## src/rtl/exc_arbiter_pkg.sv

```systemverilog
// Shared types and constants for the writeback exception/interrupt arbiter.
// Exception-source flags, LoongArch exception codes and FSM encodings live here.
package exc_arbiter_pkg;

  localparam int FLUSH_CYCLES_DEF = 2;

  // Field order is bit 13 down to bit 0, which is also the reporting priority.
  typedef struct packed {
    logic adef;
    logic tlbr_f;
    logic pif;
    logic ppi_f;
    logic ine;
    logic ipe;
    logic sys;
    logic brk;
    logic ale;
    logic adem;
    logic tlbr_m;
    logic pil;
    logic pis;
    logic pme;
  } exc_src_t;

  localparam logic [5:0] EXC_INT  = 6'h00;
  localparam logic [5:0] EXC_PIL  = 6'h01;
  localparam logic [5:0] EXC_PIS  = 6'h02;
  localparam logic [5:0] EXC_PIF  = 6'h03;
  localparam logic [5:0] EXC_PME  = 6'h04;
  localparam logic [5:0] EXC_PPI  = 6'h07;
  localparam logic [5:0] EXC_ADE  = 6'h08;
  localparam logic [5:0] EXC_ALE  = 6'h09;
  localparam logic [5:0] EXC_SYS  = 6'h0B;
  localparam logic [5:0] EXC_BRK  = 6'h0C;
  localparam logic [5:0] EXC_INE  = 6'h0D;
  localparam logic [5:0] EXC_IPE  = 6'h0E;
  localparam logic [5:0] EXC_TLBR = 6'h3F;

  localparam logic [8:0] ESUB_ADEF = 9'd0;
  localparam logic [8:0] ESUB_ADEM = 9'd1;

  typedef enum logic {ST_IDLE, ST_FLUSH} state_t;
  typedef enum logic [1:0] {EV_NONE, EV_EXC, EV_ERTN, EV_REFETCH} event_t;

endpackage

```

## src/rtl/exc_arbiter_if.sv

```systemverilog
// WB-stage-to-CSR bundle seen by the exception arbiter.
// master drives the WB/CSR-state side; slave is the arbiter itself.
interface exc_arbiter_if
  import exc_arbiter_pkg::*;
#(
  parameter int PC_W = 32
);
  logic            wb_valid;
  logic [PC_W-1:0] wb_pc;
  logic [PC_W-1:0] wb_badv;
  exc_src_t        wb_exc;
  logic            wb_is_ertn;
  logic            wb_refetch;
  logic [11:0]     lie;
  logic [11:0]     is;
  logic            ie;
  logic            commit_ok;
  logic            flush;
  logic            is_exc;
  logic [5:0]      excode;
  logic [8:0]      esubcode;
  logic [PC_W-1:0] badvaddr;
  logic [PC_W-1:0] csr_pc;
  logic            is_ertn;
  logic            is_fetch_again;

  modport master (
    output wb_valid, wb_pc, wb_badv, wb_exc, wb_is_ertn, wb_refetch, lie, is, ie,
    input  commit_ok, flush, is_exc, excode, esubcode, badvaddr, csr_pc, is_ertn,
           is_fetch_again
  );

  modport slave (
    input  wb_valid, wb_pc, wb_badv, wb_exc, wb_is_ertn, wb_refetch, lie, is, ie,
    output commit_ok, flush, is_exc, excode, esubcode, badvaddr, csr_pc, is_ertn,
           is_fetch_again
  );
endinterface

```

## src/rtl/exc_arbiter_prio_enc.sv

```systemverilog
// Fixed-priority encoder: picks the single reportable event for the WB instruction
// and derives its excode, esubcode and BADV value.
module exc_prio_enc
  import exc_arbiter_pkg::*;
#(
  parameter int PC_W = 32
) (
  input  logic            i_int_pend,
  input  exc_src_t        i_exc,
  input  logic [PC_W-1:0] i_badv,
  input  logic [PC_W-1:0] i_pc,
  output logic            o_hit,
  output logic [5:0]      o_excode,
  output logic [8:0]      o_esubcode,
  output logic [PC_W-1:0] o_badvaddr
);

  always_comb begin
    // NOTE: every output gets a default first so no path through the chain infers a latch.
    o_hit      = i_int_pend | (|i_exc);
    o_excode   = EXC_INT;
    o_esubcode = '0;
    o_badvaddr = '0;
    if (i_int_pend) begin
      o_excode = EXC_INT;
    end else if (i_exc.adef) begin
      o_excode   = EXC_ADE;
      o_esubcode = ESUB_ADEF;
      o_badvaddr = i_pc;
    end else if (i_exc.tlbr_f) begin
      o_excode   = EXC_TLBR;
      o_badvaddr = i_pc;
    end else if (i_exc.pif) begin
      o_excode   = EXC_PIF;
      o_badvaddr = i_pc;
    end else if (i_exc.ppi_f) begin
      o_excode   = EXC_PPI;
      o_badvaddr = i_pc;
    end else if (i_exc.ine) begin
      o_excode = EXC_INE;
    end else if (i_exc.ipe) begin
      o_excode = EXC_IPE;
    end else if (i_exc.sys) begin
      o_excode = EXC_SYS;
    end else if (i_exc.brk) begin
      o_excode = EXC_BRK;
    end else if (i_exc.ale) begin
      o_excode   = EXC_ALE;
      o_badvaddr = i_badv;
    end else if (i_exc.adem) begin
      o_excode   = EXC_ADE;
      o_esubcode = ESUB_ADEM;
      o_badvaddr = i_badv;
    end else if (i_exc.tlbr_m) begin
      o_excode   = EXC_TLBR;
      o_badvaddr = i_badv;
    end else if (i_exc.pil) begin
      o_excode   = EXC_PIL;
      o_badvaddr = i_badv;
    end else if (i_exc.pis) begin
      o_excode   = EXC_PIS;
      o_badvaddr = i_badv;
    end else if (i_exc.pme) begin
      // Bit 0 is shared by PME and PPI-mem; MEM marks PPI-mem via the top BADV bit.
      o_excode   = i_badv[PC_W-1] ? EXC_PPI : EXC_PME;
      o_badvaddr = i_badv;
    end
  end

endmodule

```

## src/rtl/exc_arbiter.sv

```systemverilog
// Writeback exception/interrupt arbiter: one registered CSR pulse per event,
// then a fixed-length flush window that blocks further commits.
module exc_arbiter
  import exc_arbiter_pkg::*;
#(
  parameter int FLUSH_CYCLES = FLUSH_CYCLES_DEF,
  parameter int PC_W         = 32
) (
  input logic         clk,
  input logic         reset,
  exc_arbiter_if.slave bus
);

  state_t          r_state, w_state_nxt;
  logic [3:0]      r_cnt, w_cnt_nxt;
  logic            w_int_pend;
  logic            w_accept;
  logic            w_hit;
  logic [5:0]      w_excode;
  logic [8:0]      w_esubcode;
  logic [PC_W-1:0] w_badvaddr;
  event_t          w_event;

  assign w_int_pend = bus.ie & (|(bus.lie & bus.is));
  assign w_accept   = ~reset & (r_state == ST_IDLE) & bus.wb_valid;

  exc_prio_enc #(.PC_W(PC_W)) u_prio (
    .i_int_pend (w_int_pend),
    .i_exc      (bus.wb_exc),
    .i_badv     (bus.wb_badv),
    .i_pc       (bus.wb_pc),
    .o_hit      (w_hit),
    .o_excode   (w_excode),
    .o_esubcode (w_esubcode),
    .o_badvaddr (w_badvaddr)
  );

  always_comb begin
    w_event = EV_NONE;
    if (w_accept) begin
      if (w_hit)               w_event = EV_EXC;
      else if (bus.wb_is_ertn) w_event = EV_ERTN;
      else if (bus.wb_refetch) w_event = EV_REFETCH;
    end
  end

  assign bus.commit_ok = w_accept & ~w_hit;

  // State register.
  always_ff @(posedge clk) begin
    // NOTE: sequential state uses non-blocking assignments so every flop samples pre-edge values.
    if (reset) begin
      r_state <= ST_IDLE;
      r_cnt   <= '0;
    end else begin
      r_state <= w_state_nxt;
      r_cnt   <= w_cnt_nxt;
    end
  end

  // Next-state logic; the counter counts the remaining flush cycles after this one.
  always_comb begin
    w_state_nxt = r_state;
    w_cnt_nxt   = r_cnt;
    unique case (r_state)
      ST_IDLE: begin
        if (w_event != EV_NONE) begin
          w_state_nxt = ST_FLUSH;
          w_cnt_nxt   = 4'(FLUSH_CYCLES - 1);
        end
      end
      ST_FLUSH: begin
        if (r_cnt == '0) w_state_nxt = ST_IDLE;
        else             w_cnt_nxt   = r_cnt - 4'd1;
      end
      default: w_state_nxt = ST_IDLE;
    endcase
  end

  // Output decode of the registered state.
  always_comb begin
    bus.flush = (r_state == ST_FLUSH);
  end

  // CSR-facing pulses and payload; payload holds between events.
  always_ff @(posedge clk) begin
    if (reset) begin
      bus.is_exc         <= 1'b0;
      bus.is_ertn        <= 1'b0;
      bus.is_fetch_again <= 1'b0;
      bus.excode         <= '0;
      bus.esubcode       <= '0;
      bus.badvaddr       <= '0;
      bus.csr_pc         <= '0;
    end else begin
      bus.is_exc         <= (w_event == EV_EXC);
      bus.is_ertn        <= (w_event == EV_ERTN);
      bus.is_fetch_again <= (w_event == EV_REFETCH);
      if (w_event == EV_EXC) begin
        bus.excode   <= w_excode;
        bus.esubcode <= w_esubcode;
        bus.badvaddr <= w_badvaddr;
      end
      if (w_event != EV_NONE) begin
        bus.csr_pc <= (w_event == EV_REFETCH) ? bus.wb_pc + PC_W'(4) : bus.wb_pc;
      end
    end
  end

endmodule

```

## src/flat_wrapper.sv

```systemverilog
// flat-port wrapper written by rule: the top's interface ports become plain ports
module exc_arbiter_flat import exc_arbiter_pkg::*;
#(
  parameter int FLUSH_CYCLES = FLUSH_CYCLES_DEF,
  parameter int PC_W         = 32
)
  (clk, reset, bus_wb_valid, bus_wb_pc, bus_wb_badv, bus_wb_exc, bus_wb_is_ertn, bus_wb_refetch, bus_lie, bus_is, bus_ie, bus_commit_ok, bus_flush, bus_is_exc, bus_excode, bus_esubcode, bus_badvaddr, bus_csr_pc, bus_is_ertn, bus_is_fetch_again);
  exc_arbiter_if #(.PC_W(PC_W)) bus_i ();
  input logic clk;
  input logic reset;
  input wire logic [$bits(bus_i.wb_valid)-1:0] bus_wb_valid;
  input wire logic [$bits(bus_i.wb_pc)-1:0] bus_wb_pc;
  input wire logic [$bits(bus_i.wb_badv)-1:0] bus_wb_badv;
  input wire logic [$bits(bus_i.wb_exc)-1:0] bus_wb_exc;
  input wire logic [$bits(bus_i.wb_is_ertn)-1:0] bus_wb_is_ertn;
  input wire logic [$bits(bus_i.wb_refetch)-1:0] bus_wb_refetch;
  input wire logic [$bits(bus_i.lie)-1:0] bus_lie;
  input wire logic [$bits(bus_i.is)-1:0] bus_is;
  input wire logic [$bits(bus_i.ie)-1:0] bus_ie;
  output wire logic [$bits(bus_i.commit_ok)-1:0] bus_commit_ok;
  output wire logic [$bits(bus_i.flush)-1:0] bus_flush;
  output wire logic [$bits(bus_i.is_exc)-1:0] bus_is_exc;
  output wire logic [$bits(bus_i.excode)-1:0] bus_excode;
  output wire logic [$bits(bus_i.esubcode)-1:0] bus_esubcode;
  output wire logic [$bits(bus_i.badvaddr)-1:0] bus_badvaddr;
  output wire logic [$bits(bus_i.csr_pc)-1:0] bus_csr_pc;
  output wire logic [$bits(bus_i.is_ertn)-1:0] bus_is_ertn;
  output wire logic [$bits(bus_i.is_fetch_again)-1:0] bus_is_fetch_again;
  assign bus_i.wb_valid = bus_wb_valid;
  assign bus_i.wb_pc = bus_wb_pc;
  assign bus_i.wb_badv = bus_wb_badv;
  assign bus_i.wb_exc = bus_wb_exc;
  assign bus_i.wb_is_ertn = bus_wb_is_ertn;
  assign bus_i.wb_refetch = bus_wb_refetch;
  assign bus_i.lie = bus_lie;
  assign bus_i.is = bus_is;
  assign bus_i.ie = bus_ie;
  assign bus_commit_ok = bus_i.commit_ok;
  assign bus_flush = bus_i.flush;
  assign bus_is_exc = bus_i.is_exc;
  assign bus_excode = bus_i.excode;
  assign bus_esubcode = bus_i.esubcode;
  assign bus_badvaddr = bus_i.badvaddr;
  assign bus_csr_pc = bus_i.csr_pc;
  assign bus_is_ertn = bus_i.is_ertn;
  assign bus_is_fetch_again = bus_i.is_fetch_again;
  exc_arbiter #(.FLUSH_CYCLES(FLUSH_CYCLES), .PC_W(PC_W)) u_core (.clk(clk), .reset(reset), .bus(bus_i));
endmodule
```

## config.mk

```make
export PLATFORM = sky130hd
export DESIGN_NAME = exc_arbiter_flat
export DESIGN_NICKNAME = d
export VERILOG_FILES = /design/src/rtl/exc_arbiter_pkg.sv /design/src/rtl/exc_arbiter_if.sv /design/src/rtl/exc_arbiter_prio_enc.sv /design/src/rtl/exc_arbiter.sv /design/src/flat_wrapper.sv
export SDC_FILE = /design/constraint.sdc
export NUM_CORES = 1
export LEC_CHECK = 0
export ABC_AREA = 1
export BUFFER_PORTS_ARGS = -buffer_cell sky130_fd_sc_hd__buf_2
export CAP_MARGIN = 20
export CORE_MARGIN = 5
export CORE_UTILIZATION = 51
export CTS_BUF_LIST = sky130_fd_sc_hd__clkbuf_16
export CTS_CLUSTER_SIZE = 28
export DETAILED_ROUTE_END_ITERATION = 16
export PLACE_DENSITY = 0.77
export SLEW_MARGIN = 20
export SYNTH_ARGS = -nofsm -noshare
export SYNTH_HDL_FRONTEND = slang
export SYNTH_SLANG_ARGS = --single-unit
```

## constraint.sdc

```tcl
create_clock -name clk -period 1.81 [get_ports clk]
set_clock_uncertainty 0.05 [all_clocks]
set_input_delay 0.181 -clock clk [delete_from_list [all_inputs] [get_ports clk]]
set_output_delay 0.181 -clock clk [all_outputs]
set_load 0.02 [all_outputs]
```

# After elaboration in Yosys (flattened, before gate mapping)
# Index checks and enable logic that the tools add are counted.
op_classes:
  eq_ne: 5
  n_bitwise: 9
  n_addsub: 2
  n_mux: 53
  n_reduce_logical: 5
op_table:
  columns: ["cell", "count"]
  rows:
  - ["32-bit two-way mux", 16]
  - ["6-bit two-way mux", 12]
  - ["32-bit by 3-bit adder with 32-bit output, second input constant", 1]
  - ["14-bit OR reduction", 1]
  - ["1-bit two-way mux", 13]
  - ["12-bit AND", 1]
  - ["12-bit OR reduction", 1]
  - ["2-bit two-way mux", 5]
  - ["3-bit two-way mux", 3]
  - ["4-bit two-way mux", 2]
  - ["4-bit one-hot mux with 2 select lines", 1]
  - ["1-bit AND", 4]
  - ["2-bit equality test, second input constant", 2]
  - ["4-bit zero test", 1]
  - ["2-bit != test, second input constant", 2]
  - ["4-bit by 1-bit subtractor with 4-bit output, second input constant", 1]
  - ["1-bit NOT", 3]
  - ["2-bit by 1-bit equality test with 1-bit output, second input constant", 1]
  - ["1-bit one-hot mux with 2 select lines", 1]
  - ["2-bit AND reduction", 1]
  - ["2-bit nonzero test", 1]
  - ["1-bit bitwise OR", 1]
totals:
  elab_cells: 83
  input_bits: 108
  register_bits: 87

# Depth between registers and ports, before layout
# Gate-level depths: netlist of run 1.
logic_depth:
  depth_word: 16
  mapped_depth: 14

# By module
# A second synthesis of run 1 with hierarchy kept.
hier_totals:
  cells_unflattened: 807
  hier_area_um2: 5347.6
by_module_without_submodules:
  columns: ["mod", "instances", "seq_area_each_um2", "area_per_inst_um2", "cells_per_inst"]
  rows:
  - ["exc_arbiter", 1, 1741.7, 4342.9, 634]
  - ["exc_prio_enc", 1, 0.0, 1004.7, 173]

# Worst setup path before layout of run 1
# OpenSTA, ideal clock, no wires.
synth_timing:
  kind: "flip-flop to flip-flop"
  startpoint: "register u_core.r_state (netlist: u_core.bus.flush)"
  endpoint: "register u_core.bus.csr_pc[10]"
  required_ps: 1651
  stages_incl_launch_ff: 12
  arrival_time_ps: 1558
  slack_ps: 93
  cell_sequence: "dfxtp_1 -> inv_1 -> nand3_1 -> clkinv_1 -> nand4_4 -> buf_6 -> buf_2 -> nand3b_1 -> nand2_1 -> inv_1 -> nand2_1 -> inv_1"
synth_between:
  elab_chain_cells: 6
synth_lines:
  columns: ["item", "line", "rtl"]
  rows:
  - ["from (decl)", "exc_arbiter.sv:14", "state_t r_state, w_state_nxt;"]
  - ["from (signal assigned)", "exc_arbiter.sv:56", "r_state <= w_state_nxt;"]
  - ["1-bit NOT *", "exc_arbiter.sv:25", "assign w_accept = ~reset & (r_state == ST_IDLE) & bus.wb_valid;"]
  - ["1-bit AND * (2 in series)", "exc_arbiter.sv:25", null]
  - ["2-bit two-way mux *", "exc_arbiter.sv:40", "if (w_accept) begin"]
  - ["2-bit equality test", "exc_arbiter.sv:105", "bus.csr_pc <= (w_event == EV_REFETCH) ? bus.wb_pc + PC_W'(4) : bus.wb_pc;"]
  - ["32-bit two-way mux", "exc_arbiter.sv:105", null]
  - ["to (signal assigned)", "exc_arbiter.sv:105", null]
  - ["to (decl)", "exc_arbiter_if.sv:35", "output commit_ok, flush, is_exc, excode, esubcode, badvaddr, csr_pc, is_ertn,"]
# Every way passes the cells marked *; elsewhere a longest branch is shown, timed or not.
# A chain may end at the register's enable or synchronous reset.

# Worst setup path in the final report of run 1
layout_timing:
  startpoint: "register u_core.r_state (netlist: u_core.bus.flush)"
  endpoint: "output bus_commit_ok"
layout_between:
  elab_chain_cells: 4
layout_lines:
  columns: ["item", "line", "rtl"]
  rows:
  - ["1-bit NOT", "exc_arbiter.sv:25", null]
  - ["1-bit AND (2 in series)", "exc_arbiter.sv:25", null]
  - ["1-bit AND", "exc_arbiter.sv:47", "assign bus.commit_ok = w_accept & ~w_hit;"]
  - ["to (decl)", "flat_wrapper.sv:20", "output wire logic [$bits(bus_i.commit_ok)-1:0] bus_commit_ok;"]
# Every way passes these cells.

==> tab_implementation.tex, run 1 <==
\begin{tabular}{lr}
\hline
Metric & Value \\
\hline
\multicolumn{2}{l}{\textbf{Status}} \\
\quad Status & completed \\
\multicolumn{2}{l}{\textbf{Die}} \\
\quad Height of the die & between 100 and 150 um \\
\quad \# IOs & between 150 and 200 \\
\quad Row count & 37 \\
\quad Area enclosed by the die boundary & about 13000 um2 \\
\quad Core Region & 10400 um2 \\
\quad Starting Density & a little over half \\
\quad Die width & 113 um \\
\multicolumn{2}{l}{\textbf{Global routing}} \\
\quad Via count of the first global-routing pass & 5966 \\
\quad Global-route wire length before repair & 28300 um \\
\quad Maximum number of pins on one net before global-route repair & 39 \\
\quad Total gr overflow & 0 \\
\quad Antenna violations before repair & 0 \\
\quad All-Layer GR Usage & 26.8\% \\
\multicolumn{2}{l}{\textbf{Synth}} \\
\quad Number of synthesized flops with an enable pin & 0 \\
\quad Xor-xnor portion of the synthesized cell area & 1.29\% \\
\quad Share of cell area taken by muxes after synthesis & 0\% \\
\quad Synthesized-area fraction occupied by ao, oa, aoi and oai cells & 11.5\% \\
\quad Mean area per synthesized cell & $\sim$5.9 um2 \\
\quad Synth cell count leaders & 307 x sky130\_fd\_sc\_hd\_\_nand2\_1, 149 x sky130\_fd\_sc\_hd\_\_inv\_1, 91 x sky130\_fd\_sc\_hd\_\_nor2\_1 \\
\quad Share of flip-flops with an asynchronous set or reset after synthesis & 0\% \\
\quad Simple-Gate Fraction of Synth Area & 40.9\% \\
\quad Instance count of the mapped netlist & around 920 \\
\quad Largest area contributor in the netlist & sky130\_fd\_sc\_hd\_\_dfxtp\_1 \\
\quad Area contributors post-synth & sky130\_fd\_sc\_hd\_\_dfxtp\_1 29\%, sky130\_fd\_sc\_hd\_\_nand2\_1 21\%, sky130\_fd\_sc\_hd\_\_inv\_1 10\%, sky130\_fd\_sc\_hd\_\_nor2\_1 6.3\%, sky130\_fd\_sc\_hd\_\_nand3\_1 5.0\% \\
\quad Sequential cell area fraction in the yosys report & 28.7\% \\
\quad Most repeated cell in the gate-level netlist after synthesis & sky130\_fd\_sc\_hd\_\_nand2\_1 \\
\quad Main synth FF type & sky130\_fd\_sc\_hd\_\_dfxtp\_1 \\
\quad Fraction of the mapped netlist area in adder cells & 0.460\% \\
\quad Largest family of logic cells by synthesized area & simple AND/OR/NAND/NOR gates \\
\quad Total of flip-flops plus latches after synthesis & 78 \\
\quad Distinct cell type count after synthesis & 36 \\
\quad Count of yosys warnings during synthesis & 0 \\
\quad Share of Yosys cell area claimed by the top area cell type & 28.7\% \\
\quad Post-Synthesis Cell Area & roughly 5400 um2 \\
\multicolumn{2}{l}{\textbf{Worst setup path}} \\
\quad Kind of capture point of the worst setup path & primary output \\
\quad Worst path cell trace & inv\_1, nand3\_1, clkinv\_1, nand3\_2, inv\_1, buf\_2 \\
\quad Worst Path Required & 1.58 ns \\
\quad Most frequent cell on the critical path & sky130\_fd\_sc\_hd\_\_inv\_1 \\
\quad Cell depth of the worst setup path & 6 \\
\quad Cell at the slowest stage of the critical path & sky130\_fd\_sc\_hd\_\_dfxtp\_1 \\
\quad Arrival time at the worst endpoint & about 1.5 ns \\
\quad Worst Reg-to-Reg Cells & 10 \\
\quad Crit start category & flop \\
\quad Kind of critical path & flop to primary output \\
\quad Family with the most delay on the worst path & buffers and inverters \\
\quad Buffer and inverter count on the worst path & 4 \\
\quad Highest net fanout along the worst path & 5 \\
\quad Peak per-stage delay on the critical path & 0.33 ns \\
\multicolumn{2}{l}{\textbf{Drt}} \\
\quad Number of routed nets with antenna violations & 0 \\
\quad Overall routed net length & around 17000 um \\
\quad Initial DRC count & 345 \\
\quad Post-detailed-route wirelength per cell & 13.9 um \\
\quad Total vias in the final route & between 6000 and 7000 \\
\quad DRC violation count after routing & 0 \\
\quad Router iterations before antenna repair & 5 \\
\quad Vias per std cell & between 5 and 6 \\
\multicolumn{2}{l}{\textbf{Cells and area}} \\
\quad End-of-flow core utilization & roughly two thirds \\
\quad Number of antenna cells inserted & 0 \\
\quad Layout cell share with drive strength beyond 1 & 23.6\% \\
\quad Layout fillers & a little over 1000 \\
\quad Final net count & 1218 \\
\quad Area growth from synthesis to layout & 26.1\% \\
\multicolumn{2}{l}{\textbf{Power and ir drop}} \\
\quad Static power due to leakage & $\sim$4 nW \\
\quad Worst IR Drop VDD & 393 uV \\
\quad Pwr/cell area & 682 nW/um2 \\
\multicolumn{2}{l}{\textbf{STA}} \\
\quad Clock period minus worst slack & 1.72 ns \\
\quad Maximum frequency from static timing analysis & 580 MHz \\
\quad Final setup TNS & 0 ns \\
\quad Final period util & 95.2\% \\
\quad Final setup vio count & 0 \\
\quad Setup repair after global routing missed its margin & true \\
\quad Slew Viols, Final & 0 \\
\quad Number of failing hold endpoints at the final stage & 0 \\
\multicolumn{2}{l}{\textbf{Place}} \\
\quad Number of input and output port buffers inserted & 183 \\
\quad Gp weighted congestion & a little under 1 \\
\quad Half-perimeter wire length after detailed placement & 13300 um \\
\multicolumn{2}{l}{\textbf{Clock tree}} \\
\quad CTS tree & done \\
\quad Root buffer selected by CTS & sky130\_fd\_sc\_hd\_\_clkbuf\_16 \\
\quad Number of H-tree branching levels & 3 \\
\quad Max Buffers Root-to-Sink & 2 \\
\quad Clock latency on the worst-skew pair & 0.33 ns \\
\quad Post-CTS Hold Buffers & 0 \\
\quad TritonCTS Buffers & 9 \\
\quad Clock net sink count & 78 \\
\quad Clock Pin Slew Worst Setup and Hold Paths & 0.06 ns \\
\multicolumn{2}{l}{\textbf{Job}} \\
\quad Count of max-cap constraint violations & 0 \\
\multicolumn{2}{l}{\textbf{Hold path}} \\
\quad Cell depth of the worst min-delay path & 3 \\
\quad Class of the most critical hold timing path & input port to flop \\
\hline
\end{tabular}
==> state kept, by name, summed over array words and instances (netlist names) <==
signal,count
u_core.bus.badvaddr,32
u_core.bus.csr_pc,32
u_core.bus.excode,5
u_core.r_cnt,4
u_core.bus.esubcode,1
u_core.bus.flush,1
u_core.bus.is_ertn,1
u_core.bus.is_exc,1
u_core.bus.is_fetch_again,1
==> per-layer routing <==
metal  wire (um)  global-route usage (%)  vias up
li1            -                       -     3203
met1        7130                    34.7     2790
met2        8150                    44.4      291
met3        1700                    6.10       35
met4         393                    8.33        0
met5           0                       0        -
==> layout by cell type, fill, tap and decap left out, drive strengths merged, types with 8 or more instances in the layout <==
master	synthesis	routed
nand3b	15	15
buf	32	218
a21oi	24	24
conb	1	8
nor2	96	96
clkbuf	19	9
o22ai	15	15
nand2	314	314
inv	159	159
o21bai	14	14
dfxtp	78	78
xor2	8	8
nand4	22	22
nand3	56	56
o21ai	60	60
==> per-stage QoR <==
stage	worst slack [ns]	power [mW]	area (um2)	std cells	hold WS, ns
after global routing	-0.0211	4.93	6860	1248	0.0545
after CTS	0.0119	4.69	6840	1248	0.0456
after detailed placement	-0.0526	3.05	6580	1233	0.388
after floorplan	0.0935	2.64	5470	930	0.243
final	0.0865	4.68	6860	1248	0.0502
after global placement	0.00791	3.04	6580	1233	0.380
==> report_power, final <==
part	switching [mW]	internal [mW]	total (mW)
logic	0.718	0.418	1.14
registers	0.0600	1.83	1.89
clock network	0.734	0.915	1.65
total	1.51	3.17	4.68
==> what timing repair did <==
action                                  in CTS  in global routing
setup buffers                                0                  0
endpoints found under the setup margin       0                 23
resized for setup                            0                  4
==> logic make-up (layout without fill, tap and decap cells) <==
kind of cell	after synthesis	count (layout)
XOR/XNOR	8	8
AND/OR/NAND/NOR	509	509
flip-flops	78	78
buffers and inverters	211	393
other	1	8
AO/OA/AOI/OAI	114	114
adder cells (fa/ha/maj)	2	2
==> tightest hold or removal path, delay by kind of cell <==
| kind | cells | cell delay, ns |
|---|---|---|
| buffers and inverters | 2 | 0.17 |
| and+or+nand+nor | 1 | 0.03 |
==> final timing paths <==
check	start	slack, ns	endpoint
max	u_core.bus.flush	0.09	bus_commit_ok
min	bus_wb_is_ertn	0.05	u_core.bus.is_ertn
max reg2reg	u_core.bus.flush	0.13	u_core.bus.csr_pc[27]
min reg2reg	u_core.r_cnt[3]	0.45	u_core.r_cnt[3]
==> layout make-up <==
cell class                      instances  area [um2]  share of cell area [%]
Clock buffer                            9         225                    3.28
Clock inverter                          6        40.0                   0.584
Inverter                              160         608                    8.87
Multi-Input combinational cell        641        2990                    43.6
Sequential cell                        78        1560                    22.8
Tap cell                              136         170                    2.48
Timing Repair Buffer                  218        1270                    18.5
(Power assumes the default switching activity.)
==> inputs of run 2 (changes only) <==
--- a/config.mk
+++ b/config.mk
@@ -5,11 +5,10 @@
 export SDC_FILE = /design/constraint.sdc
 export NUM_CORES = 1
 export LEC_CHECK = 0
-export ABC_AREA = 1
 export BUFFER_PORTS_ARGS = -buffer_cell sky130_fd_sc_hd__buf_2
 export CAP_MARGIN = 20
 export CORE_MARGIN = 5
-export CORE_UTILIZATION = 51
+export CORE_UTILIZATION = 48
 export CTS_BUF_LIST = sky130_fd_sc_hd__clkbuf_16
 export CTS_CLUSTER_SIZE = 28
 export DETAILED_ROUTE_END_ITERATION = 16
==> run 2 against run 1 <==
Fmax fell by 11%. Sequential cell count did not move. Critical path depth did not move. Sequential share of layout area fell by 0.37 points. Largest power group is now the clock network. Area after synthesis fell by 21%. The flow now finishes with violations (negative setup slack). Clock power rose by 22%. Wire length rose by 13%. Register-to-register slack got worse by 0.26 ns. Highest routed layer unchanged.
==> tab_implementation.tex, run 2 <==
\begin{tabular}{lr}
\hline
Metric & Value \\
\hline
\multicolumn{2}{l}{\textbf{Clock tree}} \\
\quad Max Buffers Root-to-Sink & 2 \\
\quad Number of H-tree branching levels & 3 \\
\quad Clock Pin Slew Worst Setup and Hold Paths & around 0.07 ns \\
\quad Post-CTS Hold Buffers & 0 \\
\quad Root buffer selected by CTS & sky130\_fd\_sc\_hd\_\_clkbuf\_16 \\
\quad Clock net sink count & 78 \\
\quad CTS tree & done \\
\quad TritonCTS Buffers & 9 \\
\quad Clock latency on the worst-skew pair & 0.35 ns \\
\multicolumn{2}{l}{\textbf{Synth}} \\
\quad Instance count of the mapped netlist & 523 \\
\quad Post-Synthesis Cell Area & 4310 um2 \\
\quad Largest area contributor in the netlist & sky130\_fd\_sc\_hd\_\_dfxtp\_1 \\
\quad Mean area per synthesized cell & approximately 8 um2 \\
\quad Sequential cell area fraction in the yosys report & 36.2\% \\
\quad Area contributors post-synth & sky130\_fd\_sc\_hd\_\_dfxtp\_1 36\%, sky130\_fd\_sc\_hd\_\_a22oi\_1 5.7\%, sky130\_fd\_sc\_hd\_\_xnor2\_1 5.3\%, sky130\_fd\_sc\_hd\_\_a21oi\_1 5.2\%, sky130\_fd\_sc\_hd\_\_nand2\_1 4.9\% \\
\quad Share of flip-flops with an asynchronous set or reset after synthesis & 0\% \\
\quad Distinct cell type count after synthesis & 52 \\
\quad Most repeated cell in the gate-level netlist after synthesis & sky130\_fd\_sc\_hd\_\_dfxtp\_1 \\
\quad Count of yosys warnings during synthesis & 0 \\
\quad Main synth FF type & sky130\_fd\_sc\_hd\_\_dfxtp\_1 \\
\quad Synth cell count leaders & 78 x sky130\_fd\_sc\_hd\_\_dfxtp\_1, 56 x sky130\_fd\_sc\_hd\_\_nand2\_1, 50 x sky130\_fd\_sc\_hd\_\_nor2\_1 \\
\quad Number of synthesized flops with an enable pin & 0 \\
\quad Total of flip-flops plus latches after synthesis & 78 \\
\quad Share of Yosys cell area claimed by the top area cell type & between 30\% and 40\% \\
\multicolumn{2}{l}{\textbf{Die}} \\
\quad \# IOs & 192 \\
\quad Area enclosed by the die boundary & 11000 um2 \\
\quad Starting Density & 49.5\% \\
\quad Height of the die & 105 um \\
\quad Row count & 34 \\
\quad Core Region & 8720 um2 \\
\quad Die width & $\sim$100 um \\
\multicolumn{2}{l}{\textbf{STA}} \\
\quad Rel. slew slack & 42.2\% \\
\quad Least setup slack across all paths after layout & -0.134 ns \\
\quad Final setup vio count & 16 \\
\quad Worst Hold Slack & 0.0466 ns \\
\quad Setup repair after global routing missed its margin & true \\
\quad Slew Viols, Final & 0 \\
\quad Clock period minus worst slack & 1.94 ns \\
\quad Number of failing hold endpoints at the final stage & 0 \\
\quad Slew @ Worst Pin & 0.867 ns \\
\quad Final period util & 107\% \\
\quad Maximum frequency from static timing analysis & 515 MHz \\
\multicolumn{2}{l}{\textbf{Cells and area}} \\
\quad Layout fillers & 522 \\
\quad Number of antenna cells inserted & 0 \\
\quad Area used by multi-input combinational logic & 2900 um2 \\
\quad Area growth from synthesis to layout & 61.8\% \\
\quad Final net count & between 800 and 900 \\
\quad Commonest cells after routing, fill and taps aside & 175 x sky130\_fd\_sc\_hd\_\_buf\_2, 80 x sky130\_fd\_sc\_hd\_\_buf\_4, 77 x sky130\_fd\_sc\_hd\_\_dfxtp\_1 \\
\quad Layout cell share with drive strength beyond 1 & 48.4\% \\
\quad Sequential Area & 1560 um2 \\
\quad Registers with the highest flip-flop counts & u\_core.bus.badvaddr (32), u\_core.bus.csr\_pc (32), u\_core.bus.excode (5) \\
\quad Commonest non-fill, non-tap cell in the layout & sky130\_fd\_sc\_hd\_\_buf\_2 \\
\quad Number of standard cells in the final layout excluding fillers & roughly 900 \\
\multicolumn{2}{l}{\textbf{Global routing}} \\
\quad Global-route wire length before repair & 26100 um \\
\quad Via count of the first global-routing pass & 5304 \\
\quad Total gr overflow & 0 \\
\quad Antenna violations before repair & 0 \\
\quad All-Layer GR Usage & between 20\% and 30\% \\
\quad Maximum number of pins on one net before global-route repair & 76 \\
\multicolumn{2}{l}{\textbf{Drt}} \\
\quad Number of routed nets with antenna violations & 0 \\
\quad DRC violation count after routing & 0 \\
\quad Router iterations before antenna repair & 6 \\
\quad Initial DRC count & 491 \\
\quad Overall routed net length & roughly 20000 um \\
\quad Vias per std cell & 6.29 \\
\quad Total vias in the final route & 5652 \\
\quad Post-detailed-route wirelength per cell & around 22 um \\
\multicolumn{2}{l}{\textbf{Power and ir drop}} \\
\quad Clock share of power & 40.6\% \\
\quad Power after layout & 4.98 mW \\
\quad Switching power & $\sim$1.5 mW \\
\quad Portion of total power attributed to combinational logic & 22.2\% \\
\quad Static power due to leakage & 3.01 nW \\
\quad Worst IR Drop VDD & 540 uV \\
\quad Pwr/cell area & 713 nW/um2 \\
\quad Register share of total power & a little under two fifths \\
\quad Fraction of power spent switching nets & between 20 and 30\% \\
\quad Cell Int Power & 3.49 mW \\
\multicolumn{2}{l}{\textbf{Worst setup path}} \\
\quad Worst Path Required & 2.00 ns \\
\quad Kind of critical path & flop to flop \\
\quad Arrival time at the worst endpoint & roughly 2.1 ns \\
\quad Minimum setup slack among reg-to-reg paths & -0.13 ns \\
\quad Crit start category & flop \\
\quad Kind of capture point of the worst setup path & flop \\
\quad Highest net fanout along the worst path & 5 \\
\multicolumn{2}{l}{\textbf{Job}} \\
\quad Count of max-cap constraint violations & 0 \\
\multicolumn{2}{l}{\textbf{Status}} \\
\quad Failing checks & negative setup slack \\
\quad Status & finished with violations \\
\multicolumn{2}{l}{\textbf{Place}} \\
\quad Number of input and output port buffers inserted & 183 \\
\quad Post-placement cell count & 848 \\
\quad Gp weighted congestion & 0.929 \\
\quad Half-perimeter wire length after detailed placement & 11200 um \\
\multicolumn{2}{l}{\textbf{Hold path}} \\
\quad Class of the most critical hold timing path & input port to flop \\
\hline
\end{tabular}
-- run 2: power by group through the flow --
stage	logic [mW]	clock network [mW]	registers (mW)
after floorplan	0.372	0	1.97
after global placement	0.866	0	1.88
after detailed placement	0.886	0	1.88
after CTS	0.976	2.01	1.84
after global routing	1.16	2.09	1.86
final	1.10	2.02	1.85
-- run 2: metal layers --
layer	GRT usage, %	up-vias	part of all wire (%)
met1	34.3	2605	34
met2	48.4	484	47
met5	0	-	0
met3	6.17	131	13
li1	-	2432	-
met4	13.0	0	6.5
-- run 2: final cells by class --
class	count	share of cell area [%]
clock buffers	9	3.23
clock inverters	7	1.40
inverters	6	0.377
multi-input cells	399	41.5
flip-flops and latches	78	22.4
well taps	108	1.94
repair buffers	291	29.1
-- run 2: critical path, cell delays in order (launching register included) --
cell and delay [ns]:
sky130_fd_sc_hd__dfxtp_2 0.32, sky130_fd_sc_hd__nor3b_2 0.20, sky130_fd_sc_hd__and4_4 0.28, sky130_fd_sc_hd__buf_4 0.12, sky130_fd_sc_hd__nand3_2 0.13, sky130_fd_sc_hd__or4_4 0.44, sky130_fd_sc_hd__a311oi_1 0.28
-- run 2: timing repair --
action | 4_1_cts | 5_1_grt
setup endpoints to repair | 6 | 73
setup buffers | 13 | 15
cloned | 2 | 9
pin swaps | 19 | 39
resized for setup | 34 | 55
-- run 2: through the flow --
| step | cell area, um2 | util, % | setup WS, ns | setup TNS, ns |
|---|---|---|---|---|
| CTS | 6480 | 74.3 | -0.0640 | -0.0652 |
| global route | 6980 | 80.0 | -0.222 | -3.48 |
| detailed placement | 5830 | 66.9 | -0.334 | -14.41 |
| finish | 6980 | 80.0 | -0.134 | -1.12 |
| floorplan | 4390 | - | 0.000526 | 0 |
| global placement | 5830 | 66.9 | -0.303 | -12.35 |
-- run 2: worst paths after layout --
kind,startpoint,endpoint,depth (start not counted)
setup / recovery,u_core.bus.flush,u_core.bus.csr_pc[16],6
hold / removal,bus_wb_pc[0],u_core.bus.csr_pc[0],3
hold reg to reg,u_core.bus.esubcode[0],u_core.bus.esubcode[0],2
setup reg to reg,u_core.bus.flush,u_core.bus.csr_pc[16],6
-- run 2: logic make-up (layout without fill, tap and decap cells) --
group | count (synthesis) | in the layout | share of synthesized area (%)
other | 1 | 8 | 0.0869
flip-flops | 78 | 78 | 36.2
AND/OR/NAND/NOR | 223 | 223 | 29.2
XOR/XNOR | 28 | 28 | 5.69
adder cells (fa/ha/maj) | 2 | 2 | 0.580
AO/OA/AOI/OAI | 134 | 135 | 21.6
buffers and inverters | 54 | 313 | 6.01
multiplexers | 3 | 3 | 0.696
==> inputs of run 3 (changes only) <==
--- a/config.mk
+++ b/config.mk
@@ -7,6 +7,7 @@
 export LEC_CHECK = 0
 export BUFFER_PORTS_ARGS = -buffer_cell sky130_fd_sc_hd__buf_2
 export CAP_MARGIN = 20
+export CORE_ASPECT_RATIO = 1.1
 export CORE_MARGIN = 5
 export CORE_UTILIZATION = 48
 export CTS_BUF_LIST = sky130_fd_sc_hd__clkbuf_16
==> run 3 against run 2 <==
The run still ends with negative setup slack left. Total power fell by 2.4%. Global-route usage fell by 2.5 points. Setup slack improved by 0.084 ns. Clock-buffer cell count did not move. Via count fell by 9.3%. Final area fell by 4.0%.
==> tab_implementation.tex, run 3 (same netlist as run 2, synthesis figures left out) <==
\begin{tabular}{lr}
\hline
Metric & Value \\
\hline
\multicolumn{2}{l}{\textbf{STA}} \\
\quad Rel. slew slack & 60.2\% \\
\quad Number of failing hold endpoints at the final stage & 0 \\
\quad Setup repair after global routing missed its margin & true \\
\quad Slew Viols, Final & 0 \\
\quad Worst Hold Slack & 0.0446 ns \\
\quad Final period util & 103\% \\
\quad Maximum frequency from static timing analysis & 538 MHz \\
\quad Least setup slack across all paths after layout & -0.0492 ns \\
\quad Slew @ Worst Pin & 0.597 ns \\
\quad Final setup vio count & 1 \\
\quad Clock period minus worst slack & around 1.9 ns \\
\multicolumn{2}{l}{\textbf{Global routing}} \\
\quad Antenna violations before repair & 0 \\
\quad All-Layer GR Usage & 26.0\% \\
\quad Total gr overflow & 0 \\
\quad Global-route wire length before repair & 22600 um \\
\quad Maximum number of pins on one net before global-route repair & 61 \\
\quad Via count of the first global-routing pass & 4841 \\
\multicolumn{2}{l}{\textbf{Drt}} \\
\quad Top routing layer used & met4 \\
\quad Overall routed net length & approximately 16000 um \\
\quad Routed wire length on met2 & 8230 um \\
\quad Total vias in the final route & approximately 5100 \\
\quad Post-detailed-route wirelength per cell & 18.3 um \\
\quad Metal-1 WL & 5950 um \\
\quad DRC violation count after routing & 0 \\
\quad Met3 wirelength from detailed routing & between 1000 and 1500 um \\
\quad Number of routed nets with antenna violations & 0 \\
\quad Router iterations before antenna repair & 6 \\
\quad Initial DRC count & 329 \\
\quad Vias per std cell & 5.78 \\
\multicolumn{2}{l}{\textbf{Die}} \\
\quad Row count & 36 \\
\quad Core Region & 8830 um2 \\
\quad \# IOs & around 190 \\
\quad Die width & 100 um \\
\quad Height of the die & about 110 um \\
\quad Starting Density & roughly half \\
\quad Area enclosed by the die boundary & 11000 um2 \\
\multicolumn{2}{l}{\textbf{Worst setup path}} \\
\quad Kind of capture point of the worst setup path & flop \\
\quad Cell at the slowest stage of the critical path & sky130\_fd\_sc\_hd\_\_dfxtp\_2 \\
\quad Buffer and inverter count on the worst path & 1 \\
\quad Arrival time at the worst endpoint & 2.07 ns \\
\quad Crit start category & flop \\
\quad Kind of critical path & flop to flop \\
\quad Worst path cell trace & nor3b\_2, and4\_4, nand4\_1, buf\_6, nor4b\_4, xnor2\_1, a211oi\_1 \\
\quad Family with the most delay on the worst path & simple AND/OR/NAND/NOR gates \\
\quad Worst Path Required & 2.02 ns \\
\quad Peak per-stage delay on the critical path & about 0.33 ns \\
\quad Highest net fanout along the worst path & 4 \\
\multicolumn{2}{l}{\textbf{Clock tree}} \\
\quad Clock latency on the worst-skew pair & 0.34 ns \\
\quad Number of H-tree branching levels & 3 \\
\quad TritonCTS Buffers & 9 \\
\quad Max Buffers Root-to-Sink & 2 \\
\quad Post-CTS Hold Buffers & 0 \\
\quad Clock Pin Slew Worst Setup and Hold Paths & roughly 0.060 ns \\
\quad CTS tree & done \\
\quad Clock net sink count & 78 \\
\quad Root buffer selected by CTS & sky130\_fd\_sc\_hd\_\_clkbuf\_16 \\
\multicolumn{2}{l}{\textbf{Job}} \\
\quad Count of max-cap constraint violations & 0 \\
\multicolumn{2}{l}{\textbf{Status}} \\
\quad Failing checks & negative setup slack \\
\quad Status & finished with violations \\
\multicolumn{2}{l}{\textbf{Cells and area}} \\
\quad Final net count & 878 \\
\quad Registers with the highest flip-flop counts & u\_core.bus.badvaddr (32), u\_core.bus.csr\_pc (32), u\_core.bus.excode (5) \\
\quad Number of standard cells in the final layout excluding fillers & a little under 900 \\
\quad Commonest non-fill, non-tap cell in the layout & sky130\_fd\_sc\_hd\_\_buf\_2 \\
\quad Number of antenna cells inserted & 0 \\
\quad Layout fillers & 648 \\
\quad End-of-flow core utilization & around 76\% \\
\quad Area growth from synthesis to layout & 55.2\% \\
\quad Commonest cells after routing, fill and taps aside & 178 x sky130\_fd\_sc\_hd\_\_buf\_2, 77 x sky130\_fd\_sc\_hd\_\_dfxtp\_1, 74 x sky130\_fd\_sc\_hd\_\_buf\_4 \\
\quad Area used by multi-input combinational logic & 2820 um2 \\
\quad Layout cell share with drive strength beyond 1 & a little under half \\
\quad Sequential Area & 1560 um2 \\
\multicolumn{2}{l}{\textbf{Power and ir drop}} \\
\quad Power after layout & 4.86 mW \\
\quad Pwr/cell area & roughly 730 nW/um2 \\
\quad Static power due to leakage & approximately 2.9 nW \\
\quad Worst IR Drop VDD & 486 uV \\
\multicolumn{2}{l}{\textbf{Place}} \\
\quad Number of input and output port buffers inserted & 183 \\
\quad Pre-CTS setup slack & -0.341 ns \\
\quad Half-perimeter wire length after detailed placement & 11100 um \\
\quad Gp weighted congestion & just under 0.9 \\
\quad Post-placement cell count & 854 \\
\multicolumn{2}{l}{\textbf{Hold path}} \\
\quad Class of the most critical hold timing path & input port to flop \\
\hline
\end{tabular}
## run 3: stage by stage
step	TNS, ns	cell area, um2
after global routing	-0.964	6700
after floorplan	0	4390
final	-0.0492	6700
after detailed placement	-13.00	5840
after global placement	-10.69	5840
after CTS	-0.0754	6320
## run 3: final timing paths
kind                     startpoint                endpoint  slack, ns  cells after the start
min reg2reg  u_core.bus.badvaddr[5]  u_core.bus.badvaddr[5]       0.40                      2
max reg2reg        u_core.bus.flush   u_core.bus.csr_pc[28]      -0.05                      7
max                u_core.bus.flush   u_core.bus.csr_pc[28]      -0.05                      7
min                  bus_wb_is_ertn      u_core.bus.is_ertn       0.04                      2
## run 3: layout make-up
cell class	instances	area share, %
sequential	78	23.3
inverter	6	0.336
multi-input combinational	398	42.0
timing repair buffer	275	27.3
clock buffer	9	3.36
clock inverter	7	1.46
tap	114	2.13
## run 3: per-layer routing
metal	track usage, %	up-vias
met5	0	-
met4	14.4	0
met3	4.31	58
met2	45.6	280
met1	29.9	2399
li1	-	2389
## run 3: what timing repair did
item | in CTS | in global routing
resized for setup | 14 | 39
buffers inserted | 6 | 4
endpoints found under the setup margin | 5 | 55
cloned | 1 | 6
pin swaps | 9 | 15
## run 3: power breakdown
part,internal [mW],switching (mW),leakage [nW]
sequential,1.80,0.0448,0.637
clock,1.21,0.776,0.154
combinational,0.448,0.577,2.07
total,3.46,1.40,2.86
